$ cat src/rtl/cache_refill_ctrl_if.sv
// Cache-side miss signals and 32-bit memory port of the refill controller.
// The controller connects through the master modport; the cache/memory side uses slave.
interface cache_refill_ctrl_if #(
    parameter int ADR_WIDTH      = 32,
    parameter int DATA_WIDTH     = 32,
    parameter int WORDS_PER_LINE = 4
);
    localparam int LINE_W = WORDS_PER_LINE * DATA_WIDTH;

    logic                  miss_req_i;
    logic [ADR_WIDTH-1:0]  miss_adr_i;
    logic                  victim_dirty_i;
    logic [ADR_WIDTH-1:0]  victim_adr_i;
    logic [LINE_W-1:0]     victim_dat_i;
    logic                  busy_o;
    logic                  refill_valid_o;
    logic [LINE_W-1:0]     refill_dat_o;
    logic                  mem_req_o;
    logic [ADR_WIDTH-1:0]  mem_adr_o;
    logic [DATA_WIDTH-1:0] mem_dat_o;
    logic                  mem_rdwr_o;
    logic                  mem_ack_i;
    logic [DATA_WIDTH-1:0] mem_dat_i;

    modport master (
        input  miss_req_i, miss_adr_i, victim_dirty_i, victim_adr_i, victim_dat_i,
        input  mem_ack_i, mem_dat_i,
        output busy_o, refill_valid_o, refill_dat_o,
        output mem_req_o, mem_adr_o, mem_dat_o, mem_rdwr_o
    );

    modport slave (
        output miss_req_i, miss_adr_i, victim_dirty_i, victim_adr_i, victim_dat_i,
        output mem_ack_i, mem_dat_i,
        input  busy_o, refill_valid_o, refill_dat_o,
        input  mem_req_o, mem_adr_o, mem_dat_o, mem_rdwr_o
    );
endinterface

$ cat src/rtl/cache_refill_ctrl.sv
// Miss sequencer: optional dirty-victim write-back, then in-order line fetch,
// delivered to the cache as one full-line refill pulse.
module cache_refill_ctrl #(
    parameter int ADR_WIDTH      = 32,
    parameter int DATA_WIDTH     = 32,
    parameter int WORDS_PER_LINE = 4
) (
    input  logic                clk,
    input  logic                rst,
    cache_refill_ctrl_if.master bus
);
    localparam int LINE_W = WORDS_PER_LINE * DATA_WIDTH;
    localparam int OFS    = $clog2(WORDS_PER_LINE * DATA_WIDTH / 8);
    localparam int CNT_W  = $clog2(WORDS_PER_LINE);
    localparam int BYTE_W = $clog2(DATA_WIDTH / 8);
    localparam int TAG_W  = ADR_WIDTH - OFS;

    typedef enum logic [1:0] {IDLE, WB, RF, DONE} state_e;

    state_e             state_q, state_d;
    logic [CNT_W-1:0]   beat_cnt_q, beat_cnt_d;
    logic [TAG_W-1:0]   miss_line_q, miss_line_d;
    logic [TAG_W-1:0]   victim_line_q, victim_line_d;
    logic [LINE_W-1:0]  victim_dat_q, victim_dat_d;
    logic [LINE_W-1:0]  refill_dat_q, refill_dat_d;
    logic               last_beat;

    always_ff @(posedge clk) begin
        if (rst) begin
            state_q       <= IDLE;
            beat_cnt_q    <= '0;
            miss_line_q   <= '0;
            victim_line_q <= '0;
            victim_dat_q  <= '0;
            refill_dat_q  <= '0;
        end else begin
            state_q       <= state_d;
            beat_cnt_q    <= beat_cnt_d;
            miss_line_q   <= miss_line_d;
            victim_line_q <= victim_line_d;
            victim_dat_q  <= victim_dat_d;
            refill_dat_q  <= refill_dat_d;
        end
    end

    // Beats advance only on ack; the counter wraps to 0 after the last beat of each phase.
    always_comb begin
        state_d       = state_q;
        beat_cnt_d    = beat_cnt_q;
        miss_line_d   = miss_line_q;
        victim_line_d = victim_line_q;
        victim_dat_d  = victim_dat_q;
        refill_dat_d  = refill_dat_q;
        last_beat     = (beat_cnt_q == CNT_W'(WORDS_PER_LINE - 1));
        case (state_q)
            IDLE: begin
                if (bus.miss_req_i) begin
                    miss_line_d   = bus.miss_adr_i[ADR_WIDTH-1:OFS];
                    victim_line_d = bus.victim_adr_i[ADR_WIDTH-1:OFS];
                    victim_dat_d  = bus.victim_dat_i;
                    beat_cnt_d    = '0;
                    state_d       = bus.victim_dirty_i ? WB : RF;
                end
            end
            WB: begin
                if (bus.mem_ack_i) begin
                    beat_cnt_d = beat_cnt_q + 1'b1;
                    if (last_beat) begin
                        beat_cnt_d = '0;
                        state_d    = RF;
                    end
                end
            end
            RF: begin
                if (bus.mem_ack_i) begin
                    refill_dat_d[int'(beat_cnt_q) * DATA_WIDTH +: DATA_WIDTH] = bus.mem_dat_i;
                    beat_cnt_d = beat_cnt_q + 1'b1;
                    if (last_beat) begin
                        beat_cnt_d = '0;
                        state_d    = DONE;
                    end
                end
            end
            default: state_d = IDLE;
        endcase
    end

    always_comb begin
        bus.busy_o         = (state_q != IDLE);
        bus.refill_valid_o = 1'b0;
        bus.refill_dat_o   = refill_dat_q;
        bus.mem_req_o      = 1'b0;
        bus.mem_adr_o      = '0;
        bus.mem_dat_o      = '0;
        bus.mem_rdwr_o     = 1'b0;
        case (state_q)
            WB: begin
                bus.mem_req_o  = 1'b1;
                bus.mem_rdwr_o = 1'b1;
                bus.mem_adr_o  = {victim_line_q, beat_cnt_q, {BYTE_W{1'b0}}};
                bus.mem_dat_o  = victim_dat_q[int'(beat_cnt_q) * DATA_WIDTH +: DATA_WIDTH];
            end
            RF: begin
                bus.mem_req_o = 1'b1;
                bus.mem_adr_o = {miss_line_q, beat_cnt_q, {BYTE_W{1'b0}}};
            end
            DONE:    bus.refill_valid_o = 1'b1;
            default: ;
        endcase
    end
endmodule
$ cat src/flat_wrapper.sv
// flat-port wrapper written by rule: the top's interface ports become plain ports
module cache_refill_ctrl_flat 
#(
    parameter int ADR_WIDTH      = 32,
    parameter int DATA_WIDTH     = 32,
    parameter int WORDS_PER_LINE = 4
)
  (clk, rst, bus_miss_req_i, bus_miss_adr_i, bus_victim_dirty_i, bus_victim_adr_i, bus_victim_dat_i, bus_mem_ack_i, bus_mem_dat_i, bus_busy_o, bus_refill_valid_o, bus_refill_dat_o, bus_mem_req_o, bus_mem_adr_o, bus_mem_dat_o, bus_mem_rdwr_o);
  cache_refill_ctrl_if #(.ADR_WIDTH(ADR_WIDTH), .DATA_WIDTH(DATA_WIDTH), .WORDS_PER_LINE(WORDS_PER_LINE)) bus_i ();
  input  logic clk;
  input  logic rst;
  input wire logic [$bits(bus_i.miss_req_i)-1:0] bus_miss_req_i;
  input wire logic [$bits(bus_i.miss_adr_i)-1:0] bus_miss_adr_i;
  input wire logic [$bits(bus_i.victim_dirty_i)-1:0] bus_victim_dirty_i;
  input wire logic [$bits(bus_i.victim_adr_i)-1:0] bus_victim_adr_i;
  input wire logic [$bits(bus_i.victim_dat_i)-1:0] bus_victim_dat_i;
  input wire logic [$bits(bus_i.mem_ack_i)-1:0] bus_mem_ack_i;
  input wire logic [$bits(bus_i.mem_dat_i)-1:0] bus_mem_dat_i;
  output wire logic [$bits(bus_i.busy_o)-1:0] bus_busy_o;
  output wire logic [$bits(bus_i.refill_valid_o)-1:0] bus_refill_valid_o;
  output wire logic [$bits(bus_i.refill_dat_o)-1:0] bus_refill_dat_o;
  output wire logic [$bits(bus_i.mem_req_o)-1:0] bus_mem_req_o;
  output wire logic [$bits(bus_i.mem_adr_o)-1:0] bus_mem_adr_o;
  output wire logic [$bits(bus_i.mem_dat_o)-1:0] bus_mem_dat_o;
  output wire logic [$bits(bus_i.mem_rdwr_o)-1:0] bus_mem_rdwr_o;
  assign bus_i.miss_req_i = bus_miss_req_i;
  assign bus_i.miss_adr_i = bus_miss_adr_i;
  assign bus_i.victim_dirty_i = bus_victim_dirty_i;
  assign bus_i.victim_adr_i = bus_victim_adr_i;
  assign bus_i.victim_dat_i = bus_victim_dat_i;
  assign bus_i.mem_ack_i = bus_mem_ack_i;
  assign bus_i.mem_dat_i = bus_mem_dat_i;
  assign bus_busy_o = bus_i.busy_o;
  assign bus_refill_valid_o = bus_i.refill_valid_o;
  assign bus_refill_dat_o = bus_i.refill_dat_o;
  assign bus_mem_req_o = bus_i.mem_req_o;
  assign bus_mem_adr_o = bus_i.mem_adr_o;
  assign bus_mem_dat_o = bus_i.mem_dat_o;
  assign bus_mem_rdwr_o = bus_i.mem_rdwr_o;
  cache_refill_ctrl #(.ADR_WIDTH(ADR_WIDTH), .DATA_WIDTH(DATA_WIDTH), .WORDS_PER_LINE(WORDS_PER_LINE)) u_core (.clk(clk), .rst(rst), .bus(bus_i));
endmodule
$ cat config.mk
export PLATFORM = sky130hd
export DESIGN_NAME = cache_refill_ctrl_flat
export DESIGN_NICKNAME = d
export VERILOG_FILES = /design/src/rtl/cache_refill_ctrl_if.sv /design/src/rtl/cache_refill_ctrl.sv /design/src/flat_wrapper.sv
export SDC_FILE = /design/constraint.sdc
export NUM_CORES = 1
export LEC_CHECK = 0
export BUFFER_PORTS_ARGS = -buffer_cell sky130_fd_sc_hd__buf_2
export CORE_MARGIN = 2
export CORE_UTILIZATION = 40
export CTS_CLUSTER_SIZE = 12
export DETAILED_ROUTE_END_ITERATION = 10
export PLACE_DENSITY = 0.78
export SLEW_MARGIN = 20
export SYNTH_ARGS = -nofsm -noshare
export SYNTH_HDL_FRONTEND = slang
export SYNTH_SLANG_ARGS = --single-unit
$ cat constraint.sdc
create_clock -name clk -period 3 [get_ports clk]
set_input_delay 0 -clock clk [delete_from_list [all_inputs] [get_ports clk]]
set_output_delay 0 -clock clk [all_outputs]
set_load 0.005 [all_outputs]
==> results.md <==
* Outcome: completed
* Synthesized area per cell at 8.40 um2
* Slew @ Worst Pin at 1.02 ns
* Worst Setup Start Kind: register
* Share of the synthesized area in the top cell type at between 40% and 50%
* Starting Density at 40.6%
* Worst setup path class: register to primary output
* Worst slew margin at 32.3%
* Gr ovfl total at 0
* Worst skew pair latency at 0.52 ns
* DRT iter0 DRCs at 1037
* Post-synth EDFFs at 0
* Layout overhead on the synthesized area at 44.2%
* Die area at 33400 um2
* Hold Path Sink: u_core.victim_dat_q[57]
* DRC errors left at 0
* Port bufs at just over 400
* Overall Global Routing Usage at 27.4%
* Slowest cell on crit path: mux4_2
* Setup TNS at 0 ns
* Hold Path Class: input pin to register
* Top cells by area, synth: dfxtp_1 (50%), nand2_1 (13%), a21oi_1 (9.8%)
* Yosys cell types at 34
* Register-to-Register Setup Slack at 0.54 ns
* Number of placement rows at 65
* # setup viols final at 0
* Post-cts resize count at 0
* Total power at 12300 uW
* Share of layout cells above drive strength 1 at 25.7%
* Drt total wl at 47.1 mm
* Commonest cells post-synth: nand2_1 (434), dfxtp_1 (316), a21oi_1 (250)
* Worst R2R End: u_core.bus.refill_dat_o[105]
* Synth warn at 0
* Cell area after synthesis at 12800 um2
* Top-count cell post-synth: nand2_1
* Nets@finish at 2329
* Synth Flop Type: dfxtp_1
* FF-to-FF path depth at 5
* RR Startpoint: u_core.state_q[0]
* CP Cell Sequence: buf_4 > mux4_2 > and2_1 > buf_2
* First-pass GRT wire length at roughly 73 mm
* Std-Cell Core Area at 31500 um2
* Sequential area share after synthesis at approximately half
* Crit end category: primary output
* Largest area contributor in the netlist: dfxtp_1
* Die height at 183 um
* CTS buffer count at 35
* Via-per-instance ratio at 5.51
* Worst stage delay on the critical path at 0.64 ns
* Via count at 13865
* Root Buffer: clkbuf_16
* Power Density at 668 nW/um2
* Place WS at roughly 0.63 ns
* Final antenna-violating net count at 0
* Clock Sinks at 316
* Die X at between 150 and 200 um
* H-tree depth at 2
* Max cap viols at 0
* Critical path peak fanout at 36
* FF+latch count, synth at 316
* Hold Path Origin: rst
* Worst Clk Skew at 0.0186 ns
* Fin crit share at 86.8%
* Critical path data arrival time at 2.60 ns
* IO Pins at 425
* TritonRoute pass-1 iters at 7
* Fin. max-slew vios at 0
* Worst hold stages at 2
* HPWL Detailed at 26.7 mm
* Final WS setup at ~0.40 ns
* Final Hold Fails at 0
* Hold Slack at 0.0376 ns
* Drt wl/cell at between 15 and 20 um
* CTS tree: yes
* F_max at 0.384 GHz
* Max clock buf depth at 3
* Largest net degree at the start of global routing at 171
* Vias in the first global route at 14065
* Leak at 0.00777 uW
* Utilization after layout at 58.5%
* Required time worst endpoint at 3.00 ns
* Initial antenna violation count at 3
* Syn Inst Count at 1521
* Clk slew on worst S/H paths at 0.06 ns
* Post-route minimum period at between 2 and 3 ns
* VDD IR max at 407 uV
* RSZ-0062 raised after global routing: no
* Ys async rst share at 0%
* Placer Congestion at 0.878
-- cell usage in the layout, fill, tap and decap left out, drive strengths merged --
cell / Yosys / routed
buf: 56 / 449
nand2: 434 / 434
dfxtp: 316 / 316
a21oi: 250 / 250
dlygate4sd3: 0 / 219
nand3: 69 / 69
clkbuf: 83 / 52
o21ai: 35 / 35
and2: 34 / 34
nand3b: 34 / 34
nor2: 33 / 33
mux4: 32 / 32
a32oi: 32 / 32
nor2b: 31 / 31
a22oi: 28 / 28
nand2b: 19 / 19
ha: 12 / 12
inv: 5 / 7
and3: 5 / 5
clkinv: 0 / 4
diode: 0 / 3
mux2i: 2 / 2
o21bai: 2 / 2
conb: 1 / 2
or2: 1 / 1
nor4b: 1 / 1
and4b: 1 / 1
nor3b: 1 / 1
or4: 1 / 1
a31oi: 1 / 1
a311oi: 1 / 1
nand4: 1 / 1
bufinv: 0 / 1
-- sequential cells by signal, indices dropped and copies added, names as in the netlist --
register / cells
u_core.state_q: 2
u_core.miss_line_q: 28
u_core.bus.refill_dat_o: 128
u_core.victim_dat_q: 128
u_core.beat_cnt_q: 2
u_core.victim_line_q: 28
-- layout make-up --
type / count / area (um2)
repair buffers: 668 / 4600
multi-input cells: 1062 / 5850
fillers: 2487 / 13000
clock buffers: 52 / 1040
flip-flops and latches: 316 / 6330
inverters: 5 / 18.8
clock inverters: 7 / 78.8
diodes: 3 / 7.51
well taps: 402 / 503
-- what timing repair did --
item                                   in CTS  in global routing
setup buffers                               0                  0
hold buffers                              219                  0
endpoints found under the hold margin     316                  0
-- power by group --
| part | total (uW) | internal [uW] | switching [uW] |
|---|---|---|---|
| sequential | 4980 | 4680 | 293 |
| combinational | 3110 | 1260 | 1850 |
| clock | 4220 | 2490 | 1730 |
| total | 12300 | 8430 | 3870 |
-- worst max-delay path, delay by kind of cell (launching register included) --
kind / cells / cell delay, ns
buffers and inverters: 2 / 0.73
multiplexers: 1 / 0.64
flip-flops: 1 / 0.43
AND/OR/NAND/NOR: 1 / 0.19
-- per-layer routing --
| layer | up-vias | routed length, um | share of wire [%] | track usage [%] |
|---|---|---|---|---|
| li1 | 6280 | - | - | - |
| met1 | 6523 | 17100 | 36 | 30.5 |
| met2 | 856 | 23400 | 50 | 47.8 |
| met3 | 206 | 4200 | 8.9 | 6.55 |
| met4 | 0 | 2530 | 5.4 | 15.5 |
| met5 | - | 0 | 0 | 0 |
-- cell families after synthesis --
group,count (synthesis),synth area share (%)
and+or+nand+nor,665,23.3
AOI/OAI and AO/OA,349,15.2
DFF,316,49.5
buffers and inverters,144,4.95
muxes,34,5.80
adders and majority gates,12,1.18
other,1,0.0294
-- through the flow --
stage / cells / area [um2]
final: 2515 / 18400
after global routing: 2515 / 18400
after CTS: 2512 / 18400
after detailed placement: 2234 / 15100
after global placement: 2234 / 15100
after floorplan: 1522 / 12800
-- worst max-delay path by stage --
stage | startpoint | end | slack [ns] | cells after the start
3_3_place_gp | u_core.beat_cnt_q[0] | u_core.bus.refill_dat_o[105] | 0.72 | 5
4_1_cts | u_core.beat_cnt_q[0] | bus_mem_dat_o[31] | 0.39 | 4
2_1_floorplan | u_core.beat_cnt_q[1] | u_core.bus.refill_dat_o[104] | 0.78 | 9
6_report | u_core.beat_cnt_q[0] | bus_mem_dat_o[16] | 0.40 | 4
3_5_place_dp | u_core.beat_cnt_q[0] | u_core.bus.refill_dat_o[105] | 0.63 | 5
5_1_grt | u_core.beat_cnt_q[0] | bus_mem_dat_o[16] | 0.28 | 4
Power figures use the tool's default switching activity.
